File: config.mk
export PLATFORM = sky130hd
export DESIGN_NAME = serial_alu_ctrl
export DESIGN_NICKNAME = d
export VERILOG_FILES = /design/src/rtl/serial_alu_ctrl.sv
export SDC_FILE = /design/constraint.sdc
export NUM_CORES = 1
export LEC_CHECK = 0
export ABC_AREA = 1
export BUFFER_PORTS_ARGS = -buffer_cell sky130_fd_sc_hd__buf_2
export CORE_MARGIN = 4
export CORE_UTILIZATION = 41
export DETAILED_ROUTE_END_ITERATION = 6
export GPL_ROUTABILITY_DRIVEN = 0
export GPL_TIMING_DRIVEN = 0
export SLEW_MARGIN = 25
export SYNTH_ARGS = -nofsm -noshare
export SYNTH_HDL_FRONTEND = slang
export SYNTH_SLANG_ARGS = --single-unit
export TNS_END_PERCENT = 5
File: constraint.sdc
create_clock -name clk -period 2.3 [get_ports clk]
set_input_delay 0.46 -clock clk [delete_from_list [all_inputs] [get_ports clk]]
set_output_delay 0.46 -clock clk [all_outputs]
set_load 0.05 [all_outputs]
File: src/rtl/serial_alu_ctrl.sv
// serial_alu_ctrl: bit-serial ALU sequencer.
// Runs a WIDTH-bit AND/OR/ADD/SUB/SLT through a single one-bit ALU slice,
// one bit per clock, LSB first. The sequencer owns the slice controls
// (op select, b_invert, carry_in, less) and the carry feedback register.
// SLT needs one extra FIX cycle that turns the MSB sum and carries into a
// signed less-than bit.

// Protocol checker: completion pulse shape and output stability while busy.
module serial_alu_ctrl_chk #(
  parameter int WIDTH = 32
) (
  input logic             clk,
  input logic             rst_n,
  input logic             busy,
  input logic             done,
  input logic [WIDTH-1:0] result
);

  // done only ever appears with busy already low.
  done_not_busy_a : assert property (@(posedge clk) disable iff (!rst_n)
    done |-> !busy);

  // done is a single-cycle pulse.
  done_pulse_a : assert property (@(posedge clk) disable iff (!rst_n)
    done |=> !done);

  // The published result may not move while an operation is in flight.
  result_hold_a : assert property (@(posedge clk) disable iff (!rst_n)
    (busy && $past(busy)) |-> $stable(result));

endmodule

module serial_alu_ctrl #(
  parameter int WIDTH = 32
) (
  input  logic             clk,
  input  logic             rst_n,
  input  logic             start,
  input  logic [2:0]       alu_op,
  input  logic [WIDTH-1:0] a_in,
  input  logic [WIDTH-1:0] b_in,
  output logic             busy,
  output logic             done,
  output logic [WIDTH-1:0] result,
  output logic             carry_out,
  output logic             overflow,
  output logic             zero
);

  localparam int CNT_W = $clog2(WIDTH);
  localparam logic [CNT_W-1:0] LAST_BIT = CNT_W'(WIDTH - 1);

  // Requester opcodes.
  localparam logic [2:0] OP_AND = 3'b000;
  localparam logic [2:0] OP_OR  = 3'b001;
  localparam logic [2:0] OP_ADD = 3'b010;
  localparam logic [2:0] OP_SUB = 3'b110;
  localparam logic [2:0] OP_SLT = 3'b111;

  // Slice output-mux selects.
  localparam logic [1:0] SL_AND  = 2'b00;
  localparam logic [1:0] SL_OR   = 2'b01;
  localparam logic [1:0] SL_SUM  = 2'b10;
  localparam logic [1:0] SL_LESS = 2'b11;

  typedef enum logic [1:0] {
    ST_IDLE = 2'b00,
    ST_RUN  = 2'b01,
    ST_FIX  = 2'b10,
    ST_DONE = 2'b11
  } state_t;

  state_t              state_r;
  logic [WIDTH-1:0]    a_r;
  logic [WIDTH-1:0]    b_r;
  logic [2:0]          op_r;
  logic [1:0]          slice_op_r;
  logic                b_invert_r;
  logic                carry_r;
  logic [CNT_W-1:0]    cnt_r;
  logic [WIDTH-2:0]    res_r;        // bits already produced, MSB-aligned
  logic                c_in_msb_r;
  logic                sum_msb_r;

  logic                a_bit_s;
  logic                b_bit_s;
  logic                less_s;
  logic                slice_out_s;
  logic                slice_cout_s;
  logic [WIDTH-1:0]    res_shift_s;  // internal result after this bit
  logic                set_s;
  logic                is_arith_s;
  logic                is_addsub_s;
  logic                is_slt_s;
  logic                is_supported_s;

  // One-bit ALU slice: returns {carry_out, slice_out}.
  function automatic logic [1:0] slice_eval(
    input logic [1:0] op,
    input logic       a,
    input logic       b,
    input logic       binv,
    input logic       cin,
    input logic       less
  );
    logic b_eff;
    logic sum;
    logic cout;
    logic out;
    b_eff = b ^ binv;
    sum   = a ^ b_eff ^ cin;
    cout  = (a & b_eff) | (a & cin) | (b_eff & cin);
    case (op)
      SL_AND:  out = a & b_eff;
      SL_OR:   out = a | b_eff;
      SL_SUM:  out = sum;
      SL_LESS: out = less;
      default: out = 1'b0;
    endcase
    return {cout, out};
  endfunction

  // Slice op select for a requester opcode; unsupported codes run as AND.
  function automatic logic [1:0] slice_op_for(input logic [2:0] op);
    logic [1:0] sel;
    case (op)
      OP_AND:                 sel = SL_AND;
      OP_OR:                  sel = SL_OR;
      OP_ADD, OP_SUB, OP_SLT: sel = SL_SUM;
      default:                sel = SL_AND;
    endcase
    return sel;
  endfunction

  // Subtract-type opcodes invert B and seed the carry with 1.
  function automatic logic sub_like(input logic [2:0] op);
    logic r;
    case (op)
      OP_SUB, OP_SLT: r = 1'b1;
      default:        r = 1'b0;
    endcase
    return r;
  endfunction

  assign less_s = 1'b0;

  // Evaluate the slice on the current bit and form the shifted result.
  always_comb begin
    a_bit_s = a_r[cnt_r];
    b_bit_s = b_r[cnt_r];
    {slice_cout_s, slice_out_s} = slice_eval(slice_op_r, a_bit_s, b_bit_s,
                                             b_invert_r, carry_r, less_s);
    res_shift_s = {slice_out_s, res_r};
    // Signed less-than: MSB of the difference corrected by the MSB overflow.
    set_s = sum_msb_r ^ (c_in_msb_r ^ carry_r);
  end

  // Classify the latched opcode for the completion flags.
  always_comb begin
    is_arith_s     = 1'b0;
    is_addsub_s    = 1'b0;
    is_slt_s       = 1'b0;
    is_supported_s = 1'b1;
    case (op_r)
      OP_AND, OP_OR: begin
        is_supported_s = 1'b1;
      end
      OP_ADD, OP_SUB: begin
        is_arith_s  = 1'b1;
        is_addsub_s = 1'b1;
      end
      OP_SLT: begin
        is_arith_s = 1'b1;
        is_slt_s   = 1'b1;
      end
      default: begin
        is_supported_s = 1'b0;
      end
    endcase
  end

  // Sequencer FSM with its datapath registers and registered outputs.
  always_ff @(posedge clk or negedge rst_n) begin
    if (!rst_n) begin
      state_r    <= ST_IDLE;
      a_r        <= {WIDTH{1'b0}};
      b_r        <= {WIDTH{1'b0}};
      op_r       <= 3'b000;
      slice_op_r <= SL_AND;
      b_invert_r <= 1'b0;
      carry_r    <= 1'b0;
      cnt_r      <= {CNT_W{1'b0}};
      res_r      <= {(WIDTH-1){1'b0}};
      c_in_msb_r <= 1'b0;
      sum_msb_r  <= 1'b0;
      busy       <= 1'b0;
      done       <= 1'b0;
      result     <= {WIDTH{1'b0}};
      carry_out  <= 1'b0;
      overflow   <= 1'b0;
      zero       <= 1'b0;
    end else begin
      done <= 1'b0;
      case (state_r)
        ST_IDLE: begin
          if (start) begin
            a_r        <= a_in;
            b_r        <= b_in;
            op_r       <= alu_op;
            slice_op_r <= slice_op_for(alu_op);
            b_invert_r <= sub_like(alu_op);
            carry_r    <= sub_like(alu_op);
            cnt_r      <= {CNT_W{1'b0}};
            res_r      <= {(WIDTH-1){1'b0}};
            busy       <= 1'b1;
            state_r    <= ST_RUN;
          end else begin
            state_r <= ST_IDLE;
          end
        end

        ST_RUN: begin
          res_r   <= res_shift_s[WIDTH-1:1];
          carry_r <= slice_cout_s;
          cnt_r   <= cnt_r + 1'b1;
          if (cnt_r == LAST_BIT) begin
            c_in_msb_r <= carry_r;
            sum_msb_r  <= slice_out_s;
            cnt_r      <= {CNT_W{1'b0}};
            if (is_slt_s) begin
              state_r <= ST_FIX;
            end else begin
              state_r   <= ST_DONE;
              busy      <= 1'b0;
              done      <= 1'b1;
              result    <= is_supported_s ? res_shift_s : {WIDTH{1'b0}};
              zero      <= is_supported_s ? (res_shift_s == {WIDTH{1'b0}}) : 1'b1;
              carry_out <= is_arith_s ? slice_cout_s : 1'b0;
              overflow  <= is_addsub_s ? (carry_r ^ slice_cout_s) : 1'b0;
            end
          end else begin
            state_r <= ST_RUN;
          end
        end

        ST_FIX: begin
          res_r     <= {(WIDTH-1){1'b0}};
          state_r   <= ST_DONE;
          busy      <= 1'b0;
          done      <= 1'b1;
          result    <= {{(WIDTH-1){1'b0}}, set_s};
          zero      <= ~set_s;
          carry_out <= carry_r;
          overflow  <= 1'b0;
        end

        ST_DONE: begin
          state_r <= ST_IDLE;
        end

        default: begin
          state_r <= ST_IDLE;
          busy    <= 1'b0;
        end
      endcase
    end
  end

  serial_alu_ctrl_chk #(
    .WIDTH (WIDTH)
  ) u_chk (
    .clk    (clk),
    .rst_n  (rst_n),
    .busy   (busy),
    .done   (done),
    .result (result)
  );

endmodule
# [Yosys cells after proc, flatten, opt, wreduce, memory -nomap -nowiden]
# Index checks and enable logic that the tools add are counted.
[classes] add_sub_neg=1 n_mul=0 div=0 n_lt_le_gt_ge=1 n_eq_ne=18 n_shift=0 n_mux=45 bitwise_logic=13 reduce_logical=18
[op_table] cell="$mux W32" n=3
[op_table] cell="$pmux W31 S3" n=1
[op_table] cell="$pmux W32 S2" n=1
[op_table] cell="$logic_not A32 Y1" n=1
[op_table] cell="$mux W31" n=1
[op_table] cell="$mux W1" n=24
[op_table] cell="$eq A3 B3 Y1 const B" n=4
[op_table] cell="$bmux W1 S5" n=2
[op_table] cell="$mux W5" n=2
[op_table] cell="$pmux W1 S2" n=5
[op_table] cell="$pmux W5 S2" n=1
[op_table] cell="$eq A2 B2 Y1 const B" n=4
[op_table] cell="$pmux W2 S4" n=1
[op_table] cell="$reduce_and A2 Y1" n=4
[op_table] cell="$eq A3 B1 Y1 const B" n=2
[op_table] cell="$eq A3 B2 Y1 const B" n=2
[op_table] cell="$lt A5 B6 Y1 const B" n=1
[op_table] cell="$ne A2 B2 Y1 const B" n=3
[op_table] cell="$reduce_or A3 Y1" n=2
[op_table] cell="$xor A1 B1 Y1" n=6
[op_table] cell="$add A5 B1 Y5 const B" n=1
[op_table] cell="$eq A5 B5 Y1 const B" n=1
[op_table] cell="$reduce_or A5 Y1" n=1
[op_table] cell="$eq A2 B1 Y1 const B" n=2
[op_table] cell="other kinds (14)" n=21
[word_totals] register_bits=148 latch_bits=0 ramBits=0 mem_bits_ro=0 mem_count=0

# [Logic depth before layout (Yosys ltp)]
[depth] ltp_word=11 mapped_depth=19

# [Worst setup path before layout]
# No wires, ideal clock.
[synth_timing] path_kind="reg2reg" from="register cnt_r[0]" to="register zero" setup_ns=0.066 arrival_time_ns=2.168 slack_ns=0.066 stages_incl_launch_ff=20 path_buffers=2 period_less_slack_ns=2.234 path_cell_list="dfrtp_1 -> buf_6 -> inv_6 -> buf_6 -> nand2_1 -> nand3_1 -> nand3_1 -> nand2_1 -> nand2_1 -> nand2_1 -> nand2_1 -> nand2_1 -> inv_1 -> fa_1 -> o22ai_1 -> mux2i_1 -> nor2_1 -> nor2_1 -> nand2_1 -> nand2_1"
[synth_between] elab_chain_cells=11
[synth_rtl] element="start, declared" line="80" rtl="logic [CNT_W-1:0] cnt_r;"
[synth_rtl] element="start signal, assigned" line="192" rtl="cnt_r <= {CNT_W{1'b0}};"
[synth_rtl] element="start signal, assigned" line="213" rtl="cnt_r <= {CNT_W{1'b0}};"
[synth_rtl] element="start signal, assigned" line="225" rtl="cnt_r <= cnt_r + 1'b1;"
[synth_rtl] element="$bmux W1 S5" line="150" rtl="b_bit_s = b_r[cnt_r];"
[synth_rtl] element="$mux W1 (implied by the code)" line="150"
[synth_rtl] element="$xor A1 B1 Y1" line="110" rtl="b_eff = b ^ binv;"
[synth_rtl] element="$xor A1 B1 Y1 (2 in a row)" line="111" rtl="sum = a ^ b_eff ^ cin;"
[synth_rtl] element="$pmux W1 S4" line="113" rtl="case (op)"
[synth_rtl] element="$logic_not A32 Y1" line="237" rtl="zero <= is_supported_s ? (res_shift_s == {WIDTH{1'b0}}) : 1'b1;"
[synth_rtl] element="$mux W1" line="237"
[synth_rtl] element="$mux W1" line="230" rtl="if (is_slt_s) begin"
[synth_rtl] element="$mux W1" line="226" rtl="if (cnt_r == LAST_BIT) begin"
[synth_rtl] element="$pmux W1 S2" line="204" rtl="case (state_r)"
[synth_rtl] element="end signal, assigned" line="237"
[synth_rtl] element="end signal, assigned" line="252" rtl="zero <= ~set_s;"
[synth_rtl] element="end, declared" line="47" rtl="output logic zero"
# Several ways; a longest one is shown, not always the timed one. The select of a mux whose other input is x is not followed.
# A chain may end at the register's enable or synchronous reset.

# [Worst setup path in the final report]
# Ends and elaborated chain as after synthesis.

==> results.py <==
metrics = {
    "status": {
        "status": "finished with violations",
        "violations": "negative setup slack",
    },
    "global_routing": {
        "grt_first_pass_wirelength_um": 26910,
        "grt_start_max_net_pins": 92,
        "overflow": 0,
        "antenna_found_initial": 0,
        "grtUsageTotal": 0.1842,
        "grt_pass1_vias": 5484,
    },
    "placement": {
        "dp_hpwl_um": 11350,
        "portBuffers": 106,
        "place_area_um2": 7579,
        "dp_cells": 1102,
    },
    "power_and_ir_drop": {
        "vdd_drop_max_mv": 0.6948,
        "power.total_uw": 10550,
        "powerDensity_nw_per_um2": 1265,
        "power_leakage_uw": 0.004289,
    },
    "setup_path": {
        "r2r_slack_ps": -220,
        "r2r-end": "zero$_DFFE_PN0P_",
        "r2r.worst_path.cells": 20,
        "slowest_stage": "fa_1",
        "cp_max_fo": 5,
        "worstSetupPathType": "reg2reg",
        "cp.arrival_ps": 2890,
        "cp-end-kind": "register",
        "slowest_delay_ps": 490,
        "r2r_start": "cnt_r[0]$_DFFE_PN0P_",
        "worstPathRequired_ps": 2660,
        "cp_cell_sequence": "buf_6 -> inv_8 -> buf_12 -> buf_8 -> nand2_2 -> nand3_2 -> nand3_2 -> nand2_2 -> nand2_1 -> nand2_1 -> nand2_1 -> nand2_2 -> inv_2 -> fa_1 -> o22ai_2 -> mux2i_4 -> nor2_2 -> nor2_1 -> nand2_1 -> nand2_1",
        "start_kind": "register",
        "cp_common_cell": "nand2_1",
        "startpoint": "cnt_r[0]$_DFFE_PN0P_",
    },
    "detailed_routing": {
        "route.vias.total": 5560,
        "first_pass_iters": 5,
        "routedWlPerCell_um": 14.25,
        "vias_per_cell": 4.873,
        "drt_iter0_markers": 317,
        "drt-total-wl_um": 16260,
        "drc_errors": 0,
        "ant_nets": 0,
    },
    "clocking": {
        "hold_buffers": 0,
        "cts_tree": "yes",
        "clkLatencyLatePin_ps": 420,
        "cts.sinks": 148,
        "ctsRootBufferMaster": "clkbuf_16",
        "cts.clk_slew.worst_paths_ps": 60,
        "numCtsBuffers": 17,
        "h-tree-depth": 4,
        "clock_path_buffers": 2,
    },
    "die": {
        "pin_count": 107,
        "die_x_um": 136.2,
        "die_area_um2": 18550,
        "initial_utilization": 0.4213,
        "core_area_um2": 16000,
        "die_h_um": 136.2,
        "num_rows": 46,
    },
    "timing": {
        "fmax_mhz": 396.2,
        "tightest_slew_ps": 679.9,
        "setup_viol": 6,
        "finalCritPeriodShare": 1.097,
        "fin_ws_ps": -223.7,
        "fin_skew_ps": 4.338,
        "period_minus_slack_ps": 2524,
        "rsz0062_at_grt": "yes",
        "hold_violations": 0,
        "maxSlewViolCount": 0,
        "relSlewSlack": 0.5467,
    },
    "synth": {
        "yosys_warnings": 0,
        "synth_cells": 779,
        "ys_seq_area_frac": 0.5495,
        "synth.ff_latch_count": 148,
        "syn_area_per_cell_um2": 8.652,
        "synth_top_area_share": 0.5495,
        "synth_fp_nets": 858,
        "synth_area_leader_cell": "dfrtp_1",
        "synth_area_leaders": "dfrtp_1, nand2_1, nand3_1",
        "synthDistinctLibCells": 36,
        "syn_area_um2": 6740,
    },
    "cells_and_area": {
        "nets": 991,
        "final_core_util": 0.5212,
        "layout_commonest_cell": "nand2_1",
        "layout_common_cells": "nand2_1, dfrtp_1, buf_2",
        "antennaDiodeCount": 0,
        "fin_cells": 1141,
        "fillCellCount": 1613,
        "drive_gt1_frac": 0.2314,
        "design_area_um2": 8339,
        "area_delta_synth_final_pct": 23.72,
    },
    "flow_run": {
        "cap_violations": 0,
    },
    "hold_path": {
        "hp-class": "in2async",
    },
}
-- metal layers --
layer | vias up | part of all wire | wire length (um) | global-route usage
li1 | 2796 | - | - | -
met1 | 2612 | 0.45 | 7315 | 0.2421
met3 | 20 | 0.045 | 739 | 0.03997
met2 | 132 | 0.49 | 7946 | 0.3071
met4 | 0 | 0.016 | 260 | 0.05431
met5 | - | 0 | 0 | 0
-- synthesized netlist by cell type (all sizes together) --
cell	count
clkbuf	13
o211ai	1
dfrtp	148
fa	1
buf	29
o41ai	1
nand3b	1
a211oi	1
o22ai	33
o31ai	31
o21ai	44
a21oi	4
nand2	288
inv	75
nand4	5
nand3	60
clkinv	1
mux2i	1
xor2	2
nor4	1
xnor2	1
a21boi	1
nor2	24
ha	8
nor3	5
-- power by group --
part           leakage, uW  total, uW  internal (uW)  switching, uW
Sequential         0.00192       3790           3390            406
Combinational      0.00210       4060           1620           2440
Clock             0.000273       2690           1590           1100
Total              0.00429      10500           6600           3940
-- what timing repair did --
item / 4_1_cts / 5_1_grt
cloned: 1 / 0
resized for setup: 29 / 2
setup buffers: 6 / 0
pin swaps: 18 / 2
endpoints found under the setup margin: 6 / 7
-- critical path, delay by kind of cell, from the launching register on --
kind | cells | cell delay [ps]
AO/OA/AOI/OAI | 1 | 80
adder cells (fa/ha/maj) | 1 | 490
buffers and inverters | 5 | 480
flip-flops | 1 | 390
multiplexers | 1 | 220
AND/OR/NAND/NOR | 12 | 800
-- area by class of cell --
class,count,area (um^2),area share
clock buffers,19,432.9,0.05191
clock inverters,13,133.9,0.01605
well taps,216,270.3,0.03241
plain buffers,42,289.0,0.03466
repair buffers,114,656.9,0.07877
multi-input cells,513,2560,0.3070
flip-flops and latches,148,3704,0.4441
inverters,76,292.8,0.03511
-- state kept, by name, summed over array words and instances (netlist names), 2 cells and up, named ones only --
signal / cells
res_r: 31
cnt_r: 5
a_r: 32
result: 32
slice_op_r: 2
b_r: 32
op_r: 3
-- worst max-delay path by stage --
stage / endpoint / slack [ps] / depth (start not counted)
3_5_place_dp: zero$_DFFE_PN0P_ / -410 / 16
2_1_floorplan: zero$_DFFE_PN0P_ / 70 / 19
6_report: zero$_DFFE_PN0P_ / -220 / 20
3_3_place_gp: a_r[12]$_DFFE_PN0P_ / -1400 / 1
4_1_cts: zero$_DFFE_PN0P_ / -220 / 20
5_1_grt: zero$_DFFE_PN0P_ / -410 / 17
-- per-stage QoR --
step	setup WS (ps)	hold slack, ps	setup TNS, ps
4_1_cts	-223.0	75.64	-673.8
2_1_floorplan	66.31	164.4	0
6_report	-223.7	53.52	-708.3
5_1_grt	-409.7	95.93	-1838
3_3_place_gp	-1400	460.3	-206960
3_5_place_dp	-409.7	459.9	-1513
-- cell families (layout without fill, tap and decap cells) --
kind of cell	after synthesis	count (layout)	synth area share
XOR/XNOR	3	3	0.003899
AND/OR/NAND/NOR	384	384	0.2332
AO/OA/AOI/OAI	116	116	0.1103
multiplexers	1	1	0.001485
adder cells (fa/ha/maj)	9	9	0.01782
flip-flops	148	148	0.5495
buffers and inverters	118	264	0.08391
Power figures use the tool's default switching activity.
